--- src/rtl/svm_request_arbiter_if.sv ---
// Requester/response bus for svm_request_arbiter.
// slave: arbiter side (accepts feature vectors, produces tagged results).
// master: the side that drives requests and consumes results.
interface svm_request_arbiter_if #(
  parameter int unsigned NUM_REQ      = 4,
  parameter int unsigned NUM_FEATURES = 16,
  parameter int unsigned DATA_WIDTH   = 16,
  parameter int unsigned ID_W         = 2
);
  logic [NUM_REQ-1:0]                         req_valid;
  logic [NUM_REQ-1:0]                         req_ready;
  logic [NUM_REQ*NUM_FEATURES*DATA_WIDTH-1:0] req_features;
  logic                                       resp_valid;
  logic                                       resp_ready;
  logic [ID_W-1:0]                            resp_id;
  logic [DATA_WIDTH-1:0]                      resp_decision;
  logic                                       resp_prediction;
  logic                                       resp_error;
  logic [15:0]                                resp_latency;

  modport slave (
    input  req_valid, req_features, resp_ready,
    output req_ready, resp_valid, resp_id, resp_decision, resp_prediction, resp_error,
           resp_latency
  );

  modport master (
    output req_valid, req_features, resp_ready,
    input  req_ready, resp_valid, resp_id, resp_decision, resp_prediction, resp_error,
           resp_latency
  );
endinterface

--- src/rtl/svm_request_arbiter.sv ---
// Round-robin arbiter sharing one linear_svm core among NUM_REQ feature sources.
// Latches the winner's vector, pulses core_input_valid, waits for the result and
// returns it tagged with requester ID and measured core latency.
// Optional watchdog: define SVM_WATCHDOG_EN to abort a WAIT after TIMEOUT_CYCLES.
module svm_request_arbiter #(
  parameter int unsigned NUM_REQ        = 4,
  parameter int unsigned NUM_FEATURES   = 16,
  parameter int unsigned DATA_WIDTH     = 16,
  parameter int unsigned ID_W           = 2,
  parameter int unsigned TIMEOUT_CYCLES = 255
) (
  input  logic                               clk,
  input  logic                               rst,
  svm_request_arbiter_if.slave               host,
  output logic                               core_input_valid,
  output logic [NUM_FEATURES*DATA_WIDTH-1:0] core_features_flat,
  input  logic                               core_output_valid,
  input  logic [DATA_WIDTH-1:0]              core_decision,
  input  logic                               core_prediction,
  output logic                               core_soft_rst,
  output logic                               busy
);

  localparam int VEC_W = int'(NUM_FEATURES * DATA_WIDTH);

`ifdef SVM_WATCHDOG_EN
  localparam bit WDOG_EN = 1'b1;
`else
  localparam bit WDOG_EN = 1'b0;
`endif

  typedef enum logic [1:0] {StIdle, StIssue, StWait, StResp} state_e;

  state_e          state;
  logic [ID_W-1:0] last_grant;
  logic [15:0]     lat_cnt;
  logic [NUM_REQ-1:0] grant;
  logic [ID_W-1:0] grant_id;
  logic [ID_W-1:0] idx;
  logic            found;
  logic            accept;
  logic            timeout_hit;

  // Round-robin search starting just after the last winner; only offered in IDLE.
  always_comb begin
    grant    = '0;
    grant_id = '0;
    found    = 1'b0;
    idx      = '0;
    for (int i = 1; i <= int'(NUM_REQ); i++) begin
      idx = ID_W'((int'(last_grant) + i) % int'(NUM_REQ));
      if (!found && host.req_valid[idx]) begin
        found    = 1'b1;
        grant_id = idx;
      end
    end
    // Gated by rst so every output reads 0 while reset is held.
    if (found && (state == StIdle) && !rst) begin
      grant[grant_id] = 1'b1;
    end
  end

  assign host.req_ready = grant;
  assign accept         = |grant;
  assign busy           = (state != StIdle);
  // Constant-false when the watchdog is compiled out, so WAIT never expires.
  assign timeout_hit    = WDOG_EN && (lat_cnt == 16'(TIMEOUT_CYCLES));

  // Transaction sequencer: accept, issue, wait for the core, hold the result.
  always_ff @(posedge clk or posedge rst) begin
    if (rst) begin
      state                <= StIdle;
      last_grant           <= ID_W'(NUM_REQ - 1);
      lat_cnt              <= '0;
      core_input_valid     <= 1'b0;
      core_features_flat   <= '0;
      core_soft_rst        <= 1'b0;
      host.resp_valid      <= 1'b0;
      host.resp_id         <= '0;
      host.resp_decision   <= '0;
      host.resp_prediction <= 1'b0;
      host.resp_error      <= 1'b0;
      host.resp_latency    <= '0;
    end else begin
      core_input_valid <= 1'b0;
      core_soft_rst    <= 1'b0;
      unique case (state)
        StIdle: begin
          if (accept) begin
            core_features_flat <= host.req_features[int'(grant_id) * VEC_W +: VEC_W];
            host.resp_id       <= grant_id;
            last_grant         <= grant_id;
            core_input_valid   <= 1'b1;
            state              <= StIssue;
          end
        end
        StIssue: begin
          lat_cnt <= 16'd1;
          state   <= StWait;
        end
        StWait: begin
          // A real result beats a simultaneous timeout.
          if (core_output_valid) begin
            host.resp_decision   <= core_decision;
            host.resp_prediction <= core_prediction;
            host.resp_latency    <= lat_cnt;
            host.resp_error      <= 1'b0;
            host.resp_valid      <= 1'b1;
            state                <= StResp;
          end else if (timeout_hit) begin
            core_soft_rst        <= 1'b1;
            host.resp_decision   <= '0;
            host.resp_prediction <= 1'b0;
            host.resp_latency    <= 16'(TIMEOUT_CYCLES);
            host.resp_error      <= 1'b1;
            host.resp_valid      <= 1'b1;
            state                <= StResp;
          end else if (lat_cnt != 16'hFFFF) begin
            lat_cnt <= lat_cnt + 16'd1;
          end
        end
        StResp: begin
          if (host.resp_ready) begin
            host.resp_valid <= 1'b0;
            state           <= StIdle;
          end
        end
        default: state <= StIdle;
      endcase
    end
  end

endmodule

--- src/flat_wrapper.sv ---
// flat-port wrapper written by rule: the top's interface ports become plain ports
module svm_request_arbiter_flat 
#(
  parameter int unsigned NUM_REQ        = 4,
  parameter int unsigned NUM_FEATURES   = 16,
  parameter int unsigned DATA_WIDTH     = 16,
  parameter int unsigned ID_W           = 2,
  parameter int unsigned TIMEOUT_CYCLES = 255
)
  (clk, rst, core_input_valid, core_features_flat, core_output_valid, core_decision, core_prediction, core_soft_rst, busy, host_req_valid, host_req_features, host_resp_ready, host_req_ready, host_resp_valid, host_resp_id, host_resp_decision, host_resp_prediction, host_resp_error, host_resp_latency);
  svm_request_arbiter_if #(.NUM_REQ(NUM_REQ), .NUM_FEATURES(NUM_FEATURES), .DATA_WIDTH(DATA_WIDTH), .ID_W(ID_W)) host_i ();
  input  logic clk;
  input  logic rst;
  output logic core_input_valid;
  output logic [NUM_FEATURES*DATA_WIDTH-1:0] core_features_flat;
  input  logic core_output_valid;
  input  logic [DATA_WIDTH-1:0] core_decision;
  input  logic core_prediction;
  output logic core_soft_rst;
  output logic busy;
  input wire logic [$bits(host_i.req_valid)-1:0] host_req_valid;
  input wire logic [$bits(host_i.req_features)-1:0] host_req_features;
  input wire logic [$bits(host_i.resp_ready)-1:0] host_resp_ready;
  output wire logic [$bits(host_i.req_ready)-1:0] host_req_ready;
  output wire logic [$bits(host_i.resp_valid)-1:0] host_resp_valid;
  output wire logic [$bits(host_i.resp_id)-1:0] host_resp_id;
  output wire logic [$bits(host_i.resp_decision)-1:0] host_resp_decision;
  output wire logic [$bits(host_i.resp_prediction)-1:0] host_resp_prediction;
  output wire logic [$bits(host_i.resp_error)-1:0] host_resp_error;
  output wire logic [$bits(host_i.resp_latency)-1:0] host_resp_latency;
  assign host_i.req_valid = host_req_valid;
  assign host_i.req_features = host_req_features;
  assign host_i.resp_ready = host_resp_ready;
  assign host_req_ready = host_i.req_ready;
  assign host_resp_valid = host_i.resp_valid;
  assign host_resp_id = host_i.resp_id;
  assign host_resp_decision = host_i.resp_decision;
  assign host_resp_prediction = host_i.resp_prediction;
  assign host_resp_error = host_i.resp_error;
  assign host_resp_latency = host_i.resp_latency;
  svm_request_arbiter #(.NUM_REQ(NUM_REQ), .NUM_FEATURES(NUM_FEATURES), .DATA_WIDTH(DATA_WIDTH), .ID_W(ID_W), .TIMEOUT_CYCLES(TIMEOUT_CYCLES)) u_core (.clk(clk), .rst(rst), .host(host_i), .core_input_valid(core_input_valid), .core_features_flat(core_features_flat), .core_output_valid(core_output_valid), .core_decision(core_decision), .core_prediction(core_prediction), .core_soft_rst(core_soft_rst), .busy(busy));
endmodule
--- config.mk ---
export PLATFORM = sky130hd
export DESIGN_NAME = svm_request_arbiter_flat
export DESIGN_NICKNAME = d
export VERILOG_FILES = /design/src/rtl/svm_request_arbiter_if.sv /design/src/rtl/svm_request_arbiter.sv /design/src/flat_wrapper.sv
export SDC_FILE = /design/constraint.sdc
export NUM_CORES = 1
export LEC_CHECK = 0
export ABC_AREA = 0
export BUFFER_PORTS_ARGS = -buffer_cell sky130_fd_sc_hd__buf_2
export CAP_MARGIN = 15
export CORE_AREA = 3 3 521 523
export DETAILED_ROUTE_END_ITERATION = 12
export DIE_AREA = 0 0 524 526
export PLACE_DENSITY_LB_ADDON = 0.2
export SLEW_MARGIN = 25
export SYNTH_ARGS = -nofsm -noshare
export SYNTH_HDL_FRONTEND = slang
export SYNTH_SLANG_ARGS = --single-unit
--- constraint.sdc ---
create_clock -name clk -period 9.8 [get_ports clk]
set_clock_uncertainty 0.2 [all_clocks]
set_input_delay 0.98 -clock clk [delete_from_list [all_inputs] [get_ports clk]]
set_output_delay 0.98 -clock clk [all_outputs]
set_load 0.05 [all_outputs]
==> impl_metrics.xml <==
<?xml version="1.0" encoding="UTF-8"?>
<metrics>
  <group name="global_route">
    <metric name="maximum_number_of_pins_on_one_net_before_global_route_repair" unit="">122</metric>
    <metric name="grtUsageMet1" unit="">0.149</metric>
    <metric name="groute.layer.met2.usage" unit="">0.211</metric>
    <metric name="grt_first_pass_wirelength" unit="mm">244</metric>
    <metric name="global_route.overflow_total" unit="">0</metric>
    <metric name="grt_util_all_layers" unit="">0.128</metric>
    <metric name="antenna_found_initial" unit="">124</metric>
    <metric name="global_route.peak_usage_layer" unit="">met2</metric>
    <metric name="via_count_of_the_first_global_routing_pass" unit="">26300</metric>
    <metric name="globalRouteMet3Util" unit="">0.0496</metric>
  </group>
  <group name="drt">
    <metric name="first_iter_violations" unit="">1506</metric>
    <metric name="detail-route-antenna-nets" unit="">0</metric>
    <metric name="postRouteWirelength" unit="mm">187</metric>
    <metric name="firstDrtPassIters" unit="">6</metric>
    <metric name="post-route-drc-count" unit="">0</metric>
    <metric name="via_count_normalized_by_instance_count" unit="">3.58</metric>
    <metric name="num_vias" unit="">25400</metric>
    <metric name="routedWlPerCell" unit="um">26.4</metric>
  </group>
  <group name="synthesis">
    <metric name="ys_warns" unit="">0</metric>
    <metric name="synth_largest_area_cell" unit="">sky130_fd_sc_hd__dfrtp_1</metric>
    <metric name="synth_edf_count" unit="">0</metric>
    <metric name="avg_inst_size_synth" unit="um2">8.45</metric>
    <metric name="synthesized_flop_and_latch_total" unit="">313</metric>
    <metric name="synth_area" unit="mm2">0.0194</metric>
    <metric name="synth_seq_area_share" unit="">0.404</metric>
    <metric name="postSynth.topFlopCell" unit="">sky130_fd_sc_hd__dfrtp_1</metric>
    <metric name="postSynthCellCount" unit="">2294</metric>
    <metric name="async_flop_share" unit="">1.00</metric>
    <metric name="synthTopCellsByArea" unit="">sky130_fd_sc_hd__dfrtp_1 (40%), sky130_fd_sc_hd__a32oi_1 (12%), sky130_fd_sc_hd__a31oi_1 (8.3%)</metric>
    <metric name="synth_cell_types" unit="">53</metric>
    <metric name="synth.top_cell.area_share" unit="">0.402</metric>
  </group>
  <group name="timing">
    <metric name="finalSetupViolCount" unit="">0</metric>
    <metric name="rsz0062_at_grt" unit="">false</metric>
    <metric name="fmaxAchievable" unit="MHz">224</metric>
    <metric name="fin_crit" unit="ns">4.47</metric>
    <metric name="maxSlewViolCount" unit="">0</metric>
    <metric name="worst_slew_margin_rel" unit="">0.231</metric>
    <metric name="fin_crit_sh" unit="">0.457</metric>
    <metric name="least_margin_pin_slew" unit="ns">1.15</metric>
    <metric name="report.final.hold_viol_count" unit="">0</metric>
    <metric name="final.setup.tns" unit="ns">0</metric>
  </group>
  <group name="pwr">
    <metric name="power_density" unit="mW/mm2">319</metric>
    <metric name="power_frac_comb" unit="">0.587</metric>
    <metric name="share_of_power_burned_in_the_clock_network" unit="">0.183</metric>
    <metric name="power_switching_share" unit="">0.571</metric>
    <metric name="power_switching" unit="uW">5760</metric>
    <metric name="seq_power_share" unit="">0.230</metric>
    <metric name="internal_power_contribution" unit="uW">4320</metric>
    <metric name="max-vdd-ir-drop" unit="mV">0.229</metric>
    <metric name="p_leak" unit="uW">0.0129</metric>
  </group>
  <group name="outcome">
    <metric name="outcome" unit="">finished, final reports clean</metric>
  </group>
  <group name="floorplanning">
    <metric name="rows" unit="">190</metric>
    <metric name="die_area" unit="mm2">0.276</metric>
    <metric name="core" unit="mm2">0.267</metric>
    <metric name="design.portCount" unit="">1349</metric>
    <metric name="die_w" unit="um">524</metric>
    <metric name="die_height" unit="um">526</metric>
    <metric name="initial_core_util" unit="">0.0724</metric>
  </group>
  <group name="cells_and_area">
    <metric name="mostFrequentLayoutCell" unit="">sky130_fd_sc_hd__buf_2</metric>
    <metric name="area_growth_syn_to_layout" unit="%">62.9</metric>
    <metric name="fin_nets" unit="">4522</metric>
    <metric name="finish.cell_count_without_fillers" unit="">7100</metric>
    <metric name="most-common-layout-cells" unit="">sky130_fd_sc_hd__buf_2 (1344), sky130_fd_sc_hd__dfrtp_1 (311), sky130_fd_sc_hd__nor2_1 (267), sky130_fd_sc_hd__a21oi_1 (265), sky130_fd_sc_hd__o21ai_0 (262)</metric>
    <metric name="layout-drive-gt1-share" unit="">0.430</metric>
    <metric name="final.fill_count" unit="">31300</metric>
  </group>
  <group name="critical_path">
    <metric name="critical-path-slowest-cell" unit="">sky130_fd_sc_hd__buf_4</metric>
    <metric name="start_kind" unit="">input pin</metric>
    <metric name="worst-endpoint-arrival" unit="ns">3.29</metric>
    <metric name="critPathRequiredTime" unit="ns">8.62</metric>
    <metric name="setup.worst_path.end_class" unit="">output port</metric>
    <metric name="max_stage_delay_on_crit_path" unit="ns">0.56</metric>
    <metric name="cp_cell_sequence" unit="">buf_8 &gt; buf_4 &gt; nor4_1 &gt; or2_4 &gt; buf_4 &gt; nor2_1 &gt; buf_2</metric>
    <metric name="critPathMostFrequentCell" unit="">sky130_fd_sc_hd__buf_4</metric>
    <metric name="critPathKind" unit="">input pin to output port</metric>
    <metric name="crit_fanout" unit="">48</metric>
    <metric name="worstPathBufferInverterCount" unit="">4</metric>
    <metric name="critPathTopFamily" unit="">buffers and inverters</metric>
  </group>
  <group name="place">
    <metric name="port_buffers" unit="">1346</metric>
    <metric name="place.gp.congestion" unit="">0.916</metric>
    <metric name="post-dp-hpwl" unit="mm">151</metric>
    <metric name="dp_cells" unit="">6968</metric>
  </group>
  <group name="cts">
    <metric name="cts_repair_resize_count" unit="">0</metric>
    <metric name="htreeDepth" unit="">2</metric>
    <metric name="cts-hold-fix-buffers" unit="">0</metric>
    <metric name="tritoncts_num_sinks" unit="">313</metric>
    <metric name="path_clk_slew" unit="ns">0.06</metric>
    <metric name="clkLatencyLatePin" unit="ns">0.68</metric>
    <metric name="cts_tree" unit="">yes</metric>
    <metric name="cts-root-to-sink-buffers" unit="">3</metric>
    <metric name="cts_bufs_inserted" unit="">49</metric>
    <metric name="cts_setup_buffers" unit="">0</metric>
    <metric name="clock_tree.root_cell" unit="">sky130_fd_sc_hd__clkbuf_16</metric>
  </group>
  <group name="min_path">
    <metric name="min-delay-path-class" unit="">input pin to asynchronous set/reset pin</metric>
  </group>
  <group name="job">
    <metric name="max_cap_violations" unit="">0</metric>
  </group>
</metrics>
==> synth_stat cells, types with 2 or more instances <==
| library cell | number |
|---|---|
| sky130_fd_sc_hd__dfrtp_1 | 311 |
| sky130_fd_sc_hd__buf_2 | 145 |
| sky130_fd_sc_hd__nor3_1 | 3 |
| sky130_fd_sc_hd__dfstp_2 | 2 |
| sky130_fd_sc_hd__and4b_1 | 2 |
| sky130_fd_sc_hd__o21a_1 | 4 |
| sky130_fd_sc_hd__nor4_1 | 4 |
| sky130_fd_sc_hd__or3_1 | 3 |
| sky130_fd_sc_hd__buf_6 | 4 |
| sky130_fd_sc_hd__nand4b_1 | 2 |
| sky130_fd_sc_hd__o21ai_0 | 263 |
| sky130_fd_sc_hd__nor2b_1 | 5 |
| sky130_fd_sc_hd__nand2b_1 | 7 |
| sky130_fd_sc_hd__or4_1 | 4 |
| sky130_fd_sc_hd__o211ai_1 | 4 |
| sky130_fd_sc_hd__buf_4 | 13 |
| sky130_fd_sc_hd__nand2_1 | 17 |
| sky130_fd_sc_hd__inv_1 | 11 |
| sky130_fd_sc_hd__mux2i_1 | 4 |
| sky130_fd_sc_hd__o31ai_1 | 8 |
| sky130_fd_sc_hd__a31oi_1 | 258 |
| sky130_fd_sc_hd__mux2_2 | 30 |
| sky130_fd_sc_hd__a21oi_1 | 265 |
| sky130_fd_sc_hd__nand3_1 | 5 |
| sky130_fd_sc_hd__o311ai_0 | 3 |
| sky130_fd_sc_hd__and2_1 | 256 |
| sky130_fd_sc_hd__nand4_1 | 5 |
| sky130_fd_sc_hd__a32oi_1 | 256 |
| sky130_fd_sc_hd__nor2_1 | 267 |
| sky130_fd_sc_hd__ha_1 | 6 |
| sky130_fd_sc_hd__clkbuf_1 | 105 |
==> power by group through the flow <==
stage               Combinational, uW  Clock, uW  Sequential (uW)
finish                           5920       1840             2320
global route                     6260       1960             2390
CTS                              5980       1930             2330
detailed placement               5980          0             2340
global placement                 6000          0             2340
floorplan                        1910          0             4250
==> state kept, by name, summed over array words and instances (netlist names), 2 cells and up <==
signal / cells
u_core.lat_cnt: 16
u_core.last_grant: 2
u_core.core_features_flat: 256
u_core.host.resp_id: 2
u_core.host.resp_latency: 16
u_core.state: 2
u_core.host.resp_decision: 16
==> metal layers <==
metal  up-vias  routed length [um]
li1      11100                   -
met2      1379               86500
met3       303               20300
met4        78                7450
met5         -                 477
met1     12600               72700
==> cells by family after synthesis <==
group | count (synthesis) | share of synthesized area
AO/OA/AOI/OAI | 1070 | 0.349
AND/OR/NAND/NOR | 589 | 0.155
flip-flops | 313 | 0.404
buffers and inverters | 280 | 0.0677
multiplexers | 35 | 0.0201
adder cells (fa/ha/maj) | 6 | 0.00387
other | 1 | 0.000194
==> worst paths after layout <==
path | startpoint | to | slack [ns] | cells past startpoint
max reg2reg | u_core.state[0] | u_core.core_features_flat[205] | 5.64 | 9
min in group clk | u_core.host.resp_latency[11] | u_core.host.resp_latency[11] | 0.29 | 2
min | rst | u_core.host.resp_prediction | 0.26 | 2
min reg2reg | u_core.host.resp_latency[11] | u_core.host.resp_latency[11] | 0.29 | 2
max in group asynchronous | rst | u_core.core_features_flat[212] | 7.09 | 4
max | host_req_valid[3] | host_req_ready[2] | 5.33 | 7
==> cell type report <==
type / count / area, um2 / area share
clock inverter: 13 / 155 / 0.00492
timing repair buffer: 1389 / 7250 / 0.230
inverter: 12 / 56.3 / 0.00178
clock buffer: 78 / 1460 / 0.0461
antenna: 41 / 103 / 0.00325
sequential: 313 / 7840 / 0.248
multi-input combinational: 1702 / 10300 / 0.325
tap: 3552 / 4440 / 0.141
==> worst reg2reg max path, delay by kind of cell, from the launching register on <==
family / cells / cell delay [ns]
buf+inv: 4 / 1.98
flops: 1 / 0.40
simple gates: 3 / 0.91
fa+ha+maj: 1 / 0.36
compound gates: 1 / 0.19
==> through the flow <==
stage	instance area [um2]	hold slack [ns]	util	total power [uW]	setup slack, ns
floorplan	19400	0.282	-	6160	4.45
global placement	29900	0.273	0.112	8350	4.90
detailed placement	29900	0.278	0.112	8330	4.86
CTS	31500	0.193	0.118	10200	5.29
global route	31500	0.257	0.118	10600	5.23
finish	31600	0.260	0.118	10100	5.33
(Power assumes the default switching activity.)
